$ cat config.mk
export PLATFORM = sky130hd
export DESIGN_NAME = dcache_ctrl
export DESIGN_NICKNAME = d
export VERILOG_FILES = /design/src/rtl/mips_cache_pkg.sv /design/src/rtl/dcache_line_store.sv /design/src/rtl/dcache_ctrl.sv
export SDC_FILE = /design/constraint.sdc
export NUM_CORES = 1
export LEC_CHECK = 0
export BUFFER_PORTS_ARGS = -buffer_cell sky130_fd_sc_hd__buf_2
export CAP_MARGIN = 20
export CORE_UTILIZATION = 45
export DETAILED_ROUTE_END_ITERATION = 8
export PLACE_DENSITY = 0.58
export SYNTH_ARGS = -nofsm -noshare
export SYNTH_HDL_FRONTEND = slang
export SYNTH_SLANG_ARGS = --single-unit
$ cat constraint.sdc
create_clock -name CLK -period 15.1 [get_ports CLK]
set_clock_uncertainty 0.2 [all_clocks]
set_input_delay 0.755 -clock CLK [delete_from_list [all_inputs] [get_ports CLK]]
set_output_delay 0.755 -clock CLK [all_outputs]
set_load 0.05 [all_outputs]
$ cat src/rtl/mips_cache_pkg.sv
// Shared types, geometry and address field helpers for the direct-mapped data cache.
// Default geometry: 8 lines x 4 words, 32-bit byte addresses.
package mips_cache_pkg;

    localparam int NUM_LINES_D      = 8;
    localparam int WORDS_PER_LINE_D = 4;
    localparam int ADDR_WIDTH_D     = 32;

    localparam int OFFSET_W = $clog2(WORDS_PER_LINE_D);
    localparam int INDEX_W  = $clog2(NUM_LINES_D);
    localparam int TAG_W    = ADDR_WIDTH_D - INDEX_W - OFFSET_W - 2;

    typedef enum logic [0:0] {
        IDLE   = 1'b0,
        REFILL = 1'b1
    } state_t;

    function automatic logic [OFFSET_W-1:0] addr_word(input logic [ADDR_WIDTH_D-1:0] addr);
        return addr[OFFSET_W+1:2];
    endfunction

    function automatic logic [INDEX_W-1:0] addr_index(input logic [ADDR_WIDTH_D-1:0] addr);
        return addr[INDEX_W+OFFSET_W+1:OFFSET_W+2];
    endfunction

    function automatic logic [TAG_W-1:0] addr_tag(input logic [ADDR_WIDTH_D-1:0] addr);
        return addr[ADDR_WIDTH_D-1:INDEX_W+OFFSET_W+2];
    endfunction

endpackage

$ cat src/rtl/dcache_line_store.sv
// Valid/tag/data arrays of the data cache: combinational read by index, word write,
// tag/valid set and per-line invalidate. Only the valid bits are cleared by reset.
module dcache_line_store #(
    parameter int NUM_LINES      = 8,
    parameter int WORDS_PER_LINE = 4,
    parameter int TAG_W          = 25,
    parameter int IW             = $clog2(NUM_LINES),
    parameter int OW             = $clog2(WORDS_PER_LINE)
)(
    input  logic             clk,
    input  logic             reset,
    input  logic [IW-1:0]    rd_index,
    input  logic [OW-1:0]    rd_word,
    output logic             rd_valid,
    output logic [TAG_W-1:0] rd_tag,
    output logic [31:0]      rd_data,
    input  logic             wr_en,
    input  logic [IW-1:0]    wr_index,
    input  logic [OW-1:0]    wr_word,
    input  logic [31:0]      wr_data,
    input  logic             set_en,
    input  logic [IW-1:0]    set_index,
    input  logic [TAG_W-1:0] set_tag,
    input  logic             clr_en,
    input  logic [IW-1:0]    clr_index
);

    logic [NUM_LINES-1:0] valid_r;
    logic [TAG_W-1:0]     tag_r  [NUM_LINES];
    logic [31:0]          data_r [NUM_LINES][WORDS_PER_LINE];

    assign rd_valid = valid_r[rd_index];
    assign rd_tag   = tag_r[rd_index];
    assign rd_data  = data_r[rd_index][rd_word];

    // Valid bits: cleared by reset, dropped when a refill starts, set when it completes.
    always_ff @(posedge clk) begin
        if (!reset) begin
            valid_r <= '0;
        end else if (set_en) begin
            valid_r[set_index] <= 1'b1;
        end else if (clr_en) begin
            valid_r[clr_index] <= 1'b0;
        end
    end

    // Tag array, written only when a line refill completes.
    always_ff @(posedge clk) begin
        if (reset && set_en) begin
            tag_r[set_index] <= set_tag;
        end
    end

    // Data array, written by refill words and store hits.
    always_ff @(posedge clk) begin
        if (reset && wr_en) begin
            data_r[wr_index][wr_word] <= wr_data;
        end
    end

endmodule

$ cat src/rtl/dcache_ctrl.sv
// Direct-mapped, write-through, no-write-allocate data cache controller with burst refill.
// Optional hit/miss statistics counters are enabled by defining DCACHE_STATS_EN.
module dcache_ctrl
    import mips_cache_pkg::*;
#(
    parameter int NUM_LINES      = 8,
    parameter int WORDS_PER_LINE = 4,
    parameter int ADDR_WIDTH     = 32
)(
    input  logic                  CLK,
    input  logic                  RESET,
    input  logic [ADDR_WIDTH-1:0] Address,
    input  logic [31:0]           Write_Data,
    input  logic                  MemWrite,
    input  logic                  MemRead,
    output logic [31:0]           Read_data,
    output logic                  Stall,
    output logic [ADDR_WIDTH-1:0] Mem_Address,
    output logic [31:0]           Mem_Write_Data,
    output logic                  Mem_MemWrite,
    output logic                  Mem_MemRead,
    input  logic [31:0]           Mem_Read_data
`ifdef DCACHE_STATS_EN
    ,
    output logic [31:0]           Hit_count,
    output logic [31:0]           Miss_count
`endif
);

    localparam int OW = $clog2(WORDS_PER_LINE);
    localparam int IW = $clog2(NUM_LINES);
    localparam int TW = ADDR_WIDTH - IW - OW - 2;

    state_t        state_r;
    state_t        state_nx_s;
    logic [OW-1:0] cnt_r;
    logic [TW-1:0] miss_tag_r;
    logic [IW-1:0] miss_index_r;

    logic [OW-1:0] req_word_s;
    logic [IW-1:0] req_index_s;
    logic [TW-1:0] req_tag_s;

    logic          rd_valid_s;
    logic [TW-1:0] rd_tag_s;
    logic [31:0]   rd_data_s;
    logic          hit_s;

    logic          wr_en_s;
    logic [IW-1:0] wr_index_s;
    logic [OW-1:0] wr_word_s;
    logic [31:0]   wr_data_s;
    logic          set_en_s;
    logic          miss_latch_s;
    logic          load_hit_s;
    logic          cnt_inc_s;

    assign req_word_s  = addr_word(Address);
    assign req_index_s = addr_index(Address);
    assign req_tag_s   = addr_tag(Address);
    assign hit_s       = rd_valid_s && (rd_tag_s == req_tag_s);

    dcache_line_store #(
        .NUM_LINES      (NUM_LINES),
        .WORDS_PER_LINE (WORDS_PER_LINE),
        .TAG_W          (TW),
        .IW             (IW),
        .OW             (OW)
    ) u_line_store (
        .clk       (CLK),
        .reset     (RESET),
        .rd_index  (req_index_s),
        .rd_word   (req_word_s),
        .rd_valid  (rd_valid_s),
        .rd_tag    (rd_tag_s),
        .rd_data   (rd_data_s),
        .wr_en     (wr_en_s),
        .wr_index  (wr_index_s),
        .wr_word   (wr_word_s),
        .wr_data   (wr_data_s),
        .set_en    (set_en_s),
        .set_index (miss_index_r),
        .set_tag   (miss_tag_r),
        .clr_en    (miss_latch_s),
        .clr_index (req_index_s)
    );

    // Next state, array write controls and all memory/CPU outputs; everything is zero in reset.
    always_comb begin
        state_nx_s     = state_r;
        Read_data      = 32'd0;
        Stall          = 1'b0;
        Mem_Address    = '0;
        Mem_Write_Data = 32'd0;
        Mem_MemWrite   = 1'b0;
        Mem_MemRead    = 1'b0;
        wr_en_s        = 1'b0;
        wr_index_s     = req_index_s;
        wr_word_s      = req_word_s;
        wr_data_s      = Write_Data;
        set_en_s       = 1'b0;
        miss_latch_s   = 1'b0;
        load_hit_s     = 1'b0;
        cnt_inc_s      = 1'b0;
        if (!RESET) begin
            state_nx_s = IDLE;
        end else begin
            case (state_r)
                IDLE: begin
                    if (MemWrite) begin
                        Mem_MemWrite   = 1'b1;
                        Mem_Address    = Address;
                        Mem_Write_Data = Write_Data;
                        wr_en_s        = hit_s;
                    end else if (MemRead) begin
                        if (hit_s) begin
                            Read_data  = rd_data_s;
                            load_hit_s = 1'b1;
                        end else begin
                            Stall        = 1'b1;
                            miss_latch_s = 1'b1;
                            state_nx_s   = REFILL;
                        end
                    end else begin
                        state_nx_s = IDLE;
                    end
                end
                REFILL: begin
                    Stall       = 1'b1;
                    Mem_MemRead = 1'b1;
                    Mem_Address = {miss_tag_r, miss_index_r, cnt_r, 2'b00};
                    wr_en_s     = 1'b1;
                    wr_index_s  = miss_index_r;
                    wr_word_s   = cnt_r;
                    wr_data_s   = Mem_Read_data;
                    cnt_inc_s   = 1'b1;
                    if (cnt_r == OW'(WORDS_PER_LINE - 1)) begin
                        set_en_s   = 1'b1;
                        state_nx_s = IDLE;
                    end else begin
                        state_nx_s = REFILL;
                    end
                end
                default: begin
                    state_nx_s = IDLE;
                end
            endcase
        end
    end

    // State register, refill word counter and latched miss line address.
    always_ff @(posedge CLK) begin
        if (!RESET) begin
            state_r      <= IDLE;
            cnt_r        <= '0;
            miss_tag_r   <= '0;
            miss_index_r <= '0;
        end else begin
            state_r <= state_nx_s;
            if (miss_latch_s) begin
                cnt_r        <= '0;
                miss_tag_r   <= req_tag_s;
                miss_index_r <= req_index_s;
            end else if (cnt_inc_s) begin
                cnt_r <= cnt_r + OW'(1);
            end
        end
    end

`ifdef DCACHE_STATS_EN
    logic [31:0] hit_count_r;
    logic [31:0] miss_count_r;

    // Saturating load-hit and miss-detection counters.
    always_ff @(posedge CLK) begin
        if (!RESET) begin
            hit_count_r  <= 32'd0;
            miss_count_r <= 32'd0;
        end else begin
            if (load_hit_s && (hit_count_r != 32'hFFFF_FFFF)) begin
                hit_count_r <= hit_count_r + 32'd1;
            end
            if (miss_latch_s && (miss_count_r != 32'hFFFF_FFFF)) begin
                miss_count_r <= miss_count_r + 32'd1;
            end
        end
    end

    assign Hit_count  = RESET ? hit_count_r  : 32'd0;
    assign Miss_count = RESET ? miss_count_r : 32'd0;
`endif

endmodule

==> key figures <==
Clock tree
  • Root buffer cell: clkbuf_16
  • CTS tree: yes
  • Clock Latency Late Sink: 0.73 ns
  • CTS Buffer Depth: 3
  • Post-CTS Hold Buffers: 0
  • Clk sink count: 1,263
  • Number of CTS-inserted buffers: around 130
  • Post-CTS sizing: 0
  • H-tree levels: 4
  • Postcts setup bufs: 0
  • Clock slew at reported path FFs: 0.06 ns

STA
  • Max-slew violations: 0
  • Least-Margin Pin Slew: 1.135 ns
  • Final hold vios: 0
  • RSZ-0062 raised after global routing: no
  • Max_slew headroom: 24.17%
  • Max Freq: around 0.13 GHz
  • Final setup violation count: 0
  • Final min period: ~7.5 ns
  • Final Cycle Share: between 40 and 50%
  • Final setup TNS: 0 ns

Detailed routing
  • Vias: 29.36k
  • Drt wl/cell: 29.57 µm
  • DR DRC count: 0
  • Antenna-violating nets left: 0
  • Vias/cell: around 6.2
  • DRT Wirelength: 140,100 µm
  • Initial drt markers: 3,562
  • First-pass DRT Iterations: 5

Hold path
  • Hold WC Path Type: in -> reg

Job
  • Total of max-cap violations: 0

Logic synthesis
  • Mapped Avg Cell Area: 16.37 µm²
  • Mapped Nets: 3,087
  • Area share of the largest cell type after synthesis: 75.19%
  • Sequential fraction of the synthesis area: between 70% and 80%
  • Post-synth EDFFs: 1,224
  • Synth async-reset ratio: 0%
  • Cell variety after synth: 64
  • Yosys top cell by area: edfxtp_1
  • Seq cells post-synth: 1,263
  • Yosys warnings: 0
  • Post-Syn Area: roughly 0.049 mm²
  • Post-synthesis cell count: approximately 3k
  • Ys flop type: edfxtp_1
  • Synth area leaders: edfxtp_1 (75%), mux2i_1 (3.0%), o22ai_1 (2.9%), mux2_2 (2.1%), dfxtp_1 (1.6%)

Critical path
  • Crit Path Max Fanout: 57
  • Critical Path RT: 14.15 ns
  • Worst path bufs/invs: 5
  • Worst path arrival time: 6.52 ns
  • Setup CP Type: in -> out
  • CP top delay family: buffers and inverters
  • Slowest cell on crit path: buf_4
  • Startpoint Class: primary input
  • Crit. End Element: output port
  • Worst path max stage delay: ~0.74 ns
  • Critical Path, Cell by Cell: buf_8 > buf_4 > buf_4 > nand2_1 > o22ai_1 > or3_1 > nand4_1 > or4_1 > nor4_4 > and2_2 > buf_4 > o221a_2 > buf_2
  • Crit path top cell by count: buf_4

Finish
  • Nets: ~3.3k
  • Fill cells: between 8k and 9k
  • Area delta synth->final: 16.30%
  • Fraction of layout cells with a size suffix above 1: 20.55%
  • Final Cell Area: around 0.057 mm²

Placement
  • DP HPWL: 82,640 µm
  • IO Port Bufs: around 200
  • Cell Area, Placed: 0.05216 mm²
  • Placer Congestion: 0.8166

Pwr
  • Flop pwr share: 51.2%
  • P_int: 5.912 mW
  • Combinational Power Share: around 6.2%
  • Switching Share: 22.29%
  • Peak supply drop: 0.08730 mV
  • Power per Cell Area: 133.8 mW/mm²
  • Switch Pwr: between 1.5 and 2 mW
  • Leakage: around 19 nW
  • Clock power frac: 42.6%
  • Final Power: approximately 7.6 mW

Global route
  • Total track usage: about 25%
  • GRT overflow: 0
  • Pin count of the biggest net entering global routing: a little under 70
  • First-pass GRT wire length: 202,600 µm
  • Number of global-route vias before repair: 29.20k
  • Antenna violations before repair: 4

Floorplanning
  • Die X-Extent: around 330 µm
  • I/O pin count: 199
  • Starting Density: ~46%
  • Die outline height: 331.6 µm
  • Area of the core: 0.1074 mm²
  • Die area: 0.1100 mm²
  • FP Rows: 120

Run status
  • Status: finished clean
kinds of logic (layout without fill, tap and decap cells):
family	after synthesis	count (layout)	share of synthesized area [%]
xor gates and xnor gates	11	11	0.1971
AOI/OAI and AO/OA	728	728	10.05
and+or+nand+nor	510	510	4.661
other	0	1	0
muxes	267	267	6.540
buffers and inverters	206	554	1.740
DFF	1263	1263	76.79
adders and majority gates	1	1	0.02559
layout make-up:
type                    count  area [µm²]  area share, %
flip-flops and latches   1263       37540          66.02
multi-input cells        1517       10870          19.12
clock buffers             178        3632          6.389
repair buffers            314        2380          4.186
well taps                1403        1755          3.088
clock inverters            57       656.9          1.155
inverters                   5       20.02        0.03521
diodes                      1       2.502       0.004402
routing by layer:
layer | track usage (%) | vias up | part of all wire [%]
met5 | 0 | - | 0.0093
met4 | 6.423 | 2 | 1.9
met3 | 4.303 | 172 | 7.9
met2 | 40.81 | 1462 | 48
met1 | 35.53 | 15210 | 42
li1 | - | 12510 | -
cells in the final DEF, fill, tap and decap left out, types with 33 or more instances in the layout:
cell          n
o22ai_1     229
nor2_1      121
clkbuf_1     36
a21oi_1      91
nor3_1       38
mux2_2       89
buf_4        85
mux2i_1     145
o221ai_1     38
a22o_1       58
edfxtp_1   1224
and2_1       41
buf_2       195
clkbuf_16   137
dfxtp_1      39
o21ai_0     127
mux4_2       33
nand2_1     181
synth_stat cells (all sizes together), types with 5 or more instances:
| cell type | number |
|---|---|
| o211ai | 17 |
| xor2 | 6 |
| a221oi | 9 |
| mux2i | 145 |
| nor2b | 5 |
| o21ai | 128 |
| a2111oi | 10 |
| a31oi | 8 |
| o22a | 22 |
| xnor2 | 5 |
| a21oi | 91 |
| o311a | 26 |
| nor4 | 14 |
| a22o | 58 |
| nor2 | 156 |
| edfxtp | 1224 |
| dfxtp | 39 |
| o311ai | 16 |
| clkbuf | 132 |
| o22ai | 229 |
| buf | 69 |
| a211oi | 23 |
| mux2 | 89 |
| nand3 | 20 |
| nand2 | 192 |
| or3 | 6 |
| a211o | 7 |
| nand2b | 9 |
| a22oi | 25 |
| nand3b | 5 |
| o221ai | 38 |
| nor3 | 42 |
| and2 | 42 |
| and3 | 9 |
| mux4 | 33 |
stage by stage:
| step | utilization, % | setup WS, ns | hold WS, ns | std cells |
|---|---|---|---|---|
| CTS | 52.58 | 7.627 | 0.03374 | 4721 |
| floorplan | - | 9.736 | 0.2886 | 2986 |
| global placement | 48.28 | 7.783 | 0.3184 | 4469 |
| finish | 52.96 | 7.626 | 0.08382 | 4738 |
| detailed placement | 48.59 | 7.687 | 0.3284 | 4486 |
| global route | 52.96 | 7.361 | 0.05928 | 4737 |
final timing paths:
path / slack (ns) / cells after the start / from / endpoint
setup / recovery: 7.63 / 13 / Address[4] / Read_data[27]
hold / removal: 0.08 / 2 / Address[30] / miss_tag_r[23]$_SDFFE_PN0P_
setup reg to reg: 10.29 / 10 / u_line_store.tag_r[7][18]$_DFFE_PP_ / u_line_store.data_r[3][99]$_DFFE_PP_
hold reg to reg: 0.35 / 2 / u_line_store.valid_r[4]$_SDFFE_PN0P_ / u_line_store.valid_r[4]$_SDFFE_PN0P_
power groups by stage:
stage	clock network, mW	registers, mW	logic (mW)
floorplan	0	3.96	0.259
global placement	0	3.97	0.452
detailed placement	0	3.97	0.459
CTS	3.28	3.90	0.461
global route	3.41	3.90	0.501
finish	3.24	3.90	0.474
flip-flops by register name (all words and copies together), names as in the netlist:
register	count
cnt_r	2
miss_index_r	3
u_line_store.valid_r	8
u_line_store.tag_r	200
miss_tag_r	25
state_r	1
u_line_store.data_r	1024
No activity file was read; power rests on OpenSTA's default activity.
